--- src/rtl/pixie_line_fetcher.sv ---
// Fetches one display line from RAM into a back buffer and shifts the front buffer out as 1bpp pixels.
// Latency: first ram_rd 1 clk after start_frame (2 clks when aborting a running frame); first pixel 1 clk after line_req.
// No backpressure: line_req/pix_ce pace the output; a line that is not ready in time shows blank and sets underrun.
module pixie_line_fetcher #(
  parameter int BYTES_PER_LINE = 8,
  parameter int LINES          = 32,
  parameter int LINE_REPEAT    = 4,
  parameter int ADDR_W         = 16
) (
  input  logic              clk,
  input  logic              reset,
  input  logic              start_frame,
  input  logic [ADDR_W-1:0] base_addr,
  input  logic              line_req,
  input  logic              pix_ce,
  output logic              ram_rd,
  output logic [ADDR_W-1:0] ram_a,
  input  logic [7:0]        ram_q,
  output logic              dmao,
  output logic              pix_out,
  output logic              pix_valid,
  output logic              busy,
  output logic              frame_done,
  output logic              underrun
);

  localparam int LW = (LINES > 1) ? $clog2(LINES) : 1;
  localparam int RW = (LINE_REPEAT > 1) ? $clog2(LINE_REPEAT) : 1;
  localparam int FW = $clog2(BYTES_PER_LINE + 1);
  localparam int BW = (BYTES_PER_LINE > 1) ? $clog2(BYTES_PER_LINE) : 1;

  localparam logic [LW-1:0]     LAST_LINE = LW'(LINES - 1);
  localparam logic [RW-1:0]     LAST_REP  = RW'(LINE_REPEAT - 1);
  localparam logic [FW-1:0]     FETCH_END = FW'(BYTES_PER_LINE);
  localparam logic [BW-1:0]     LAST_BYTE = BW'(BYTES_PER_LINE - 1);
  localparam logic [ADDR_W-1:0] LINE_STEP = ADDR_W'(BYTES_PER_LINE);

  typedef enum logic [1:0] {IDLE, FETCH, WAIT, DRAIN} state_t;

  state_t            state;
  state_t            state_nxt;

  logic [ADDR_W-1:0] line_ptr;
  logic [LW-1:0]     line_cnt;
  logic [RW-1:0]     rep_cnt;
  logic [FW-1:0]     fetch_idx;
  logic              fetch_gap;   // one dead clk after an abort so ram_rd visibly drops
  logic [BW-1:0]     cap_idx;
  logic [7:0]        back  [BYTES_PER_LINE];
  logic [7:0]        front [BYTES_PER_LINE];
  logic              back_valid;

  logic              shifting;
  logic [BW-1:0]     byte_idx;
  logic [2:0]        bit_idx;

  logic              req_ok;      // line_req honoured: frame running, no start_frame this clk
  logic              req_scan;    // line_req that advances the scanline counters
  logic              new_line;
  logic              last_scan;
  logic              take_back;
  logic              refetch;
  logic              fetch_last;
  logic              capture;
  logic              shift_end;
  logic              drain_done;

  assign new_line   = (rep_cnt == '0);
  assign last_scan  = (line_cnt == LAST_LINE) && (rep_cnt == LAST_REP);
  assign req_ok     = line_req && !start_frame && (state != IDLE);
  assign req_scan   = req_ok && (state != DRAIN);
  assign take_back  = req_scan && new_line && back_valid;
  // The line being consumed is the last RAM line when line_cnt hits the limit.
  assign refetch    = take_back && (line_cnt != LAST_LINE);
  assign fetch_last = (state == FETCH) && !fetch_gap && (fetch_idx == FETCH_END);
  assign capture    = (state == FETCH) && !fetch_gap && (fetch_idx != '0);
  assign cap_idx    = BW'(fetch_idx - FW'(1));
  assign shift_end  = shifting && pix_ce && (byte_idx == LAST_BYTE) && (bit_idx == 3'd7);
  assign drain_done = (state == DRAIN) && shift_end && !line_req && !start_frame;

  assign ram_a      = line_ptr + ADDR_W'(fetch_idx);
  assign pix_valid  = shifting;
  assign pix_out    = shifting & front[byte_idx][3'd7 - bit_idx];

  // State register.
  always_ff @(posedge clk) begin
    if (reset) state <= IDLE;
    else       state <= state_nxt;
  end

  // Next-state decode and fetch-side strobes.
  always_comb begin
    state_nxt = state;
    ram_rd    = 1'b0;
    dmao      = 1'b0;
    busy      = (state != IDLE);
    case (state)
      IDLE: begin
        if (start_frame) state_nxt = FETCH;
      end
      FETCH: begin
        ram_rd = !fetch_gap && (fetch_idx != FETCH_END);
        dmao   = !fetch_gap;
        if (start_frame)             state_nxt = FETCH;
        else if (req_scan && last_scan) state_nxt = DRAIN;
        else if (fetch_last)         state_nxt = WAIT;
      end
      WAIT: begin
        if (start_frame)             state_nxt = FETCH;
        else if (req_scan && last_scan) state_nxt = DRAIN;
        else if (refetch)            state_nxt = FETCH;
      end
      DRAIN: begin
        if (start_frame)     state_nxt = FETCH;
        else if (drain_done) state_nxt = IDLE;
      end
      default: state_nxt = IDLE;
    endcase
  end

  // Fetch side: read index, capture one clk behind the read, back buffer ownership.
  always_ff @(posedge clk) begin
    if (reset) begin
      line_ptr   <= '0;
      fetch_idx  <= '0;
      fetch_gap  <= 1'b0;
      back_valid <= 1'b0;
      back       <= '{default: '0};
    end else if (start_frame) begin
      line_ptr   <= base_addr;
      fetch_idx  <= '0;
      fetch_gap  <= (state != IDLE);
      back_valid <= 1'b0;
    end else begin
      if (state == FETCH) begin
        fetch_gap <= 1'b0;
        if (!fetch_gap) begin
          if (capture) back[cap_idx] <= ram_q;
          if (fetch_last) begin
            back_valid <= 1'b1;
            line_ptr   <= line_ptr + LINE_STEP;
            fetch_idx  <= '0;
          end else begin
            fetch_idx  <= fetch_idx + FW'(1);
          end
        end
      end else begin
        fetch_idx <= '0;
      end
      if (take_back) back_valid <= 1'b0;
    end
  end

  // Scan side: scanline counters, front buffer swap, pixel shifter, status flags.
  always_ff @(posedge clk) begin
    if (reset) begin
      line_cnt   <= '0;
      rep_cnt    <= '0;
      underrun   <= 1'b0;
      front      <= '{default: '0};
      shifting   <= 1'b0;
      byte_idx   <= '0;
      bit_idx    <= '0;
      frame_done <= 1'b0;
    end else begin
      frame_done <= drain_done;
      if (start_frame) begin
        line_cnt <= '0;
        rep_cnt  <= '0;
        underrun <= 1'b0;
        front    <= '{default: '0};
        shifting <= 1'b0;
        byte_idx <= '0;
        bit_idx  <= '0;
      end else begin
        if (req_scan) begin
          if (new_line) begin
            if (back_valid) begin
              front <= back;
            end else begin
              front    <= '{default: '0};
              underrun <= 1'b1;
            end
          end
          if (rep_cnt == LAST_REP) begin
            rep_cnt  <= '0;
            line_cnt <= (line_cnt == LAST_LINE) ? '0 : line_cnt + LW'(1);
          end else begin
            rep_cnt  <= rep_cnt + RW'(1);
          end
        end
        if (req_ok) begin
          shifting <= 1'b1;
          byte_idx <= '0;
          bit_idx  <= '0;
        end else if (shifting && pix_ce) begin
          if (shift_end) shifting <= 1'b0;
          bit_idx <= bit_idx + 3'd1;
          if (bit_idx == 3'd7) byte_idx <= (byte_idx == LAST_BYTE) ? '0 : byte_idx + BW'(1);
        end
      end
    end
  end

endmodule
--- config.mk ---
export PLATFORM = sky130hd
export DESIGN_NAME = pixie_line_fetcher
export DESIGN_NICKNAME = d
export VERILOG_FILES = /design/src/rtl/pixie_line_fetcher.sv
export SDC_FILE = /design/constraint.sdc
export NUM_CORES = 1
export LEC_CHECK = 0
export ABC_AREA = 1
export BUFFER_PORTS_ARGS = -buffer_cell sky130_fd_sc_hd__buf_2
export CAP_MARGIN = 25
export CORE_MARGIN = 2
export CORE_UTILIZATION = 38
export CTS_BUF_LIST = sky130_fd_sc_hd__clkbuf_8
export CTS_CLUSTER_DIAMETER = 200
export DETAILED_ROUTE_END_ITERATION = 12
export GPL_ROUTABILITY_DRIVEN = 0
export PLACE_DENSITY = 0.57
export SYNTH_ARGS = -nofsm -noshare
export SYNTH_HDL_FRONTEND = slang
export SYNTH_SLANG_ARGS = --single-unit
--- constraint.sdc ---
create_clock -name clk -period 7.2 [get_ports clk]
set_input_delay 1.44 -clock clk [delete_from_list [all_inputs] [get_ports clk]]
set_output_delay 1.44 -clock clk [all_outputs]
set_load 0.02 [all_outputs]
==> summary.md <==
| Metric | Value |
|---|---|
| Global-route wire length before repair | `about 33000 um` |
| Pin count of the biggest net entering global routing | `67` |
| Clk pin slew, worst setup/hold paths | `approximately 0.09 ns` |
| Critical Path Sink | `ram_a[12]` |
| Non-Filler Instances | `~1400` |
| Slowest-stage cell, CP | `dfxtp_1` |
| Post-CTS Hold Fix Bufs | `0` |
| R2R Setup Slk | `between 4 and 5 ns` |
| Final worst clock skew | `around 0.015 ns` |
| Sequential fraction of the synthesis area | `44.50%` |
| Tmin final | `between 4 and 5 ns` |
| Crit path buffers/inverters | `2` |
| Fill count | `between 2000 and 2500` |
| Post-Synthesis Cells | `around 1100` |
| Routed vias | `between 6000 and 7000` |
| Inst Count DP | `roughly 1300` |
| Yosys reg bits | `approximately 170` |
| DR iter-0 viols | `roughly 350` |
| Post-CTS sizing | `0` |
| RSZ-0062 raised after global routing | `false` |
| Ys async rst share | `0%` |
| Area leader, netlist | `dfxtp_1` |
| M2 GR Usage | `a little over a third` |
| CP required | `5.76 ns` |
| Lkg Pwr | `about 0.003 uW` |
| WL/cell | `~15 um` |
| Setup Crit Path Kind | `flip-flop to output port` |
| Top cells by count, synth | `286 x nand2_1, 168 x dfxtp_1, 131 x nor2_1` |
| Die X | `around 150 um` |
| Distinct cells, synth | `38` |
| R2r worst-path depth | `13` |
| Count of flip-flops with a built-in enable after synthesis | `0` |
| Initial antenna violation count | `1` |
| Synth area leaders | `dfxtp_1 45%, nand2_1 14%, a21oi_1 7.9%, nor2_1 6.5%, o21ai_0 5.1%` |
| Setup Buffers After CTS | `0` |
| CP max FO | `6` |
| CP Capture Type | `output port` |
| Mean Syn Cell Area | `around 7.2 sq um` |
| Maximum clock path buffer count | `2` |
| Share of post-route cells with drive strength above 1 | `between 10 and 15%` |
| Initial DRT Pass Iterations | `8` |
| Rows | `about 50` |
| Hold path start | `back[53]$_SDFFE_PP0P_` |
| Layout Area Growth over Synthesis | `11.41%` |
| Worst Max-Slew Pin Slew | `between 0.9 and 1 ns` |
| Main synth FF type | `dfxtp_1` |
| Worst path depth | `9` |
| CTS H-tree depth | `4` |
| Post-synth net total | `1096` |
| CTS tree | `done` |
| Routed vias/inst | `about 5` |
| Initial Util | `slightly below 40%` |
| Peak VDD IR | `approximately 0.10 mV` |
| Yosys warning total | `0` |
| Crit path cell chain | `ha_1 -> inv_1 -> fa_1 -> o211ai_1 -> nand3_1 -> nor3_1 -> nand2_1 -> xor2_1 -> buf_2` |
| Clock tree sinks | `between 150 and 200` |
| Die Y-Extent | `between 100 and 150 um` |
| Final setup fails | `0` |
| Total of max-cap violations | `0` |
| Port buffer count | `51` |
| M1 GR Usage | `roughly 25%` |
| Met3 Use GR | `4.371%` |
| Die Area | `approximately 21000 sq um` |
| Clk Latency, worst-skew pair | `0.46 ns` |
| Cell Area, Synth | `approximately 7600 sq um` |
| Num CTS Buffers | `17` |
| I/O pins | `between 50 and 60` |
| Global route total overflow | `0` |
| Worst Setup SP | `fetch_idx[0]$_SDFFE_PP0N_` |
| Drc violations | `0` |
| Vias in the first global route | `6419` |
| ANT cells | `0` |
| P per Cell Area | `~220 nW/um^2` |
| Post-route antenna net violation count | `0` |
| Final max-slew violation count | `0` |
| Total Routing Usage GR | `between 15 and 20%` |
| FF/Latch Area | `~3400 sq um` |
| Multi-input gate area | `around 3700 sq um` |
| Critical Path Max Stage Delay | `between 0.4 and 0.5 ns` |
| Worst hold path type | `flip-flop to flip-flop` |
| Worst R2R End | `state[1]$_SDFFE_PP0P_` |
| DP HPWL | `13760 um` |
| Critical path's top delay family | `simple AND/OR/NAND/NOR gates` |
| Final hold vios | `0` |
| Core area | `~19000 sq um` |
| Root buf cell | `clkbuf_8` |
| FF-to-FF Start | `state[0]$_SDFFE_PP0P_` |
| F_max | `~230 MHz` |
| Crit share post-route | `between 60% and 70%` |
| Post-synth top area share | `44.50%` |
| Final WL | `between 20000 and 25000 um` |
| Max_slew headroom | `~33%` |
| TNS Setup | `0 ns` |
| Status | `finished, final reports clean` |
| Nets | `between 1000 and 1500` |
| Hold slack final | `~0.46 ns` |
| CP Launch Type | `flip-flop` |
| Most frequent cell after synthesis | `nand2_1` |
| Peak-usage layer in the global routing report | `met2` |
| CP arrival | `2.90 ns` |
## placed cells by master, fill, tap and decap left out, types with 2 or more instances in the layout
cell        netlist  final
clkinv_1          2      2
o21ai_0          77     77
nand4_1           4      4
inv_2             8      8
nand2_1         286    286
xor2_1           22     22
nor3_1           10     10
nand2_2           5      5
dfxtp_1         168    168
buf_4             4      6
clkbuf_8          0     20
bufinv_16         0      5
nand2_4           2      2
a211oi_1          4      4
clkinv_4          0      2
clkinvlp_4        0      2
a31oi_1           6      6
nor2_1          131    131
buf_2            18     51
nand3_1          70     69
nor2_2            7      6
inv_1            44     45
nor2_4            1      2
a21oi_1         119    119
xnor2_1           5      5
ha_1             15     15
o211ai_1          2      2
## cell families (layout without fill, tap and decap cells)
logic type,Yosys count,count (layout),synth area share (%)
buffers and inverters,105,144,6.424
flip-flops,168,168,44.50
XOR/XNOR,27,27,3.129
AO/OA/AOI/OAI,216,216,14.95
adder cells (fa/ha/maj),16,16,2.748
AND/OR/NAND/NOR,519,519,28.24
## cell type report
type                       count  area share, %
tap                          265          3.938
multi-input combinational    778          44.17
clock inverter                11          2.318
sequential                   168          39.95
timing repair buffer          58          3.894
inverter                      55          2.467
clock buffer                  20          3.269
## registers in the layout (all words and copies together) (netlist names)
register,flops
front,64
underrun,1
line_cnt,5
state,2
pix_valid,1
frame_done,1
back_valid,1
line_ptr,16
bit_idx,3
fetch_gap,1
fetch_idx,4
rep_cnt,2
back,64
byte_idx,3
## per-stage QoR
stage / setup WS [ns] / total power [uW] / util, % / area (sq um)
6_report: 2.862 / 1857 / 43.26 / 8419
5_1_grt: 2.540 / 1931 / 43.26 / 8419
4_1_cts: 2.207 / 1876 / 43.12 / 8392
3_5_place_dp: 2.718 / 1099 / 40.70 / 7921
3_3_place_gp: 2.838 / 1100 / 40.70 / 7921
2_1_floorplan: 3.665 / 1052 / - / 7557
## worst register-to-register path: cells and delay by family, from the launching register on
family                 cells  cell delay, ns
AOI/OAI and AO/OA          1            0.06
buffers and inverters      3            0.95
DFF                        1            0.49
and+or+nand+nor            9            1.30
## power breakdown
| part | internal [uW] | total (uW) | switching (uW) |
|---|---|---|---|
| logic | 35.6 | 129 | 93.1 |
| registers | 937 | 948 | 11.2 |
| clock network | 440 | 780 | 340 |
| total | 1410 | 1860 | 445 |
## worst min-delay path by stage
stage                                   to  slack (ns)  cells past startpoint
global placement    front[60]$_SDFFE_PP0N_        0.45                      2
floorplan           front[16]$_SDFFE_PP0N_        0.44                      2
detailed placement  front[30]$_SDFFE_PP0N_        0.45                      2
finish              front[53]$_SDFFE_PP0N_        0.46                      2
CTS                 front[23]$_SDFFE_PP0N_        0.46                      2
global route        front[30]$_SDFFE_PP0N_        0.48                      2
## metal layers
layer	share of wire, %	wire [um]	vias to the layer above
li1	-	-	3481
met1	47	9580	3151
met2	49	10040	108
met3	3.7	766	12
met4	0.71	145	0
met5	0	0	-
Note: power is estimated with default switching activity, not from simulation.
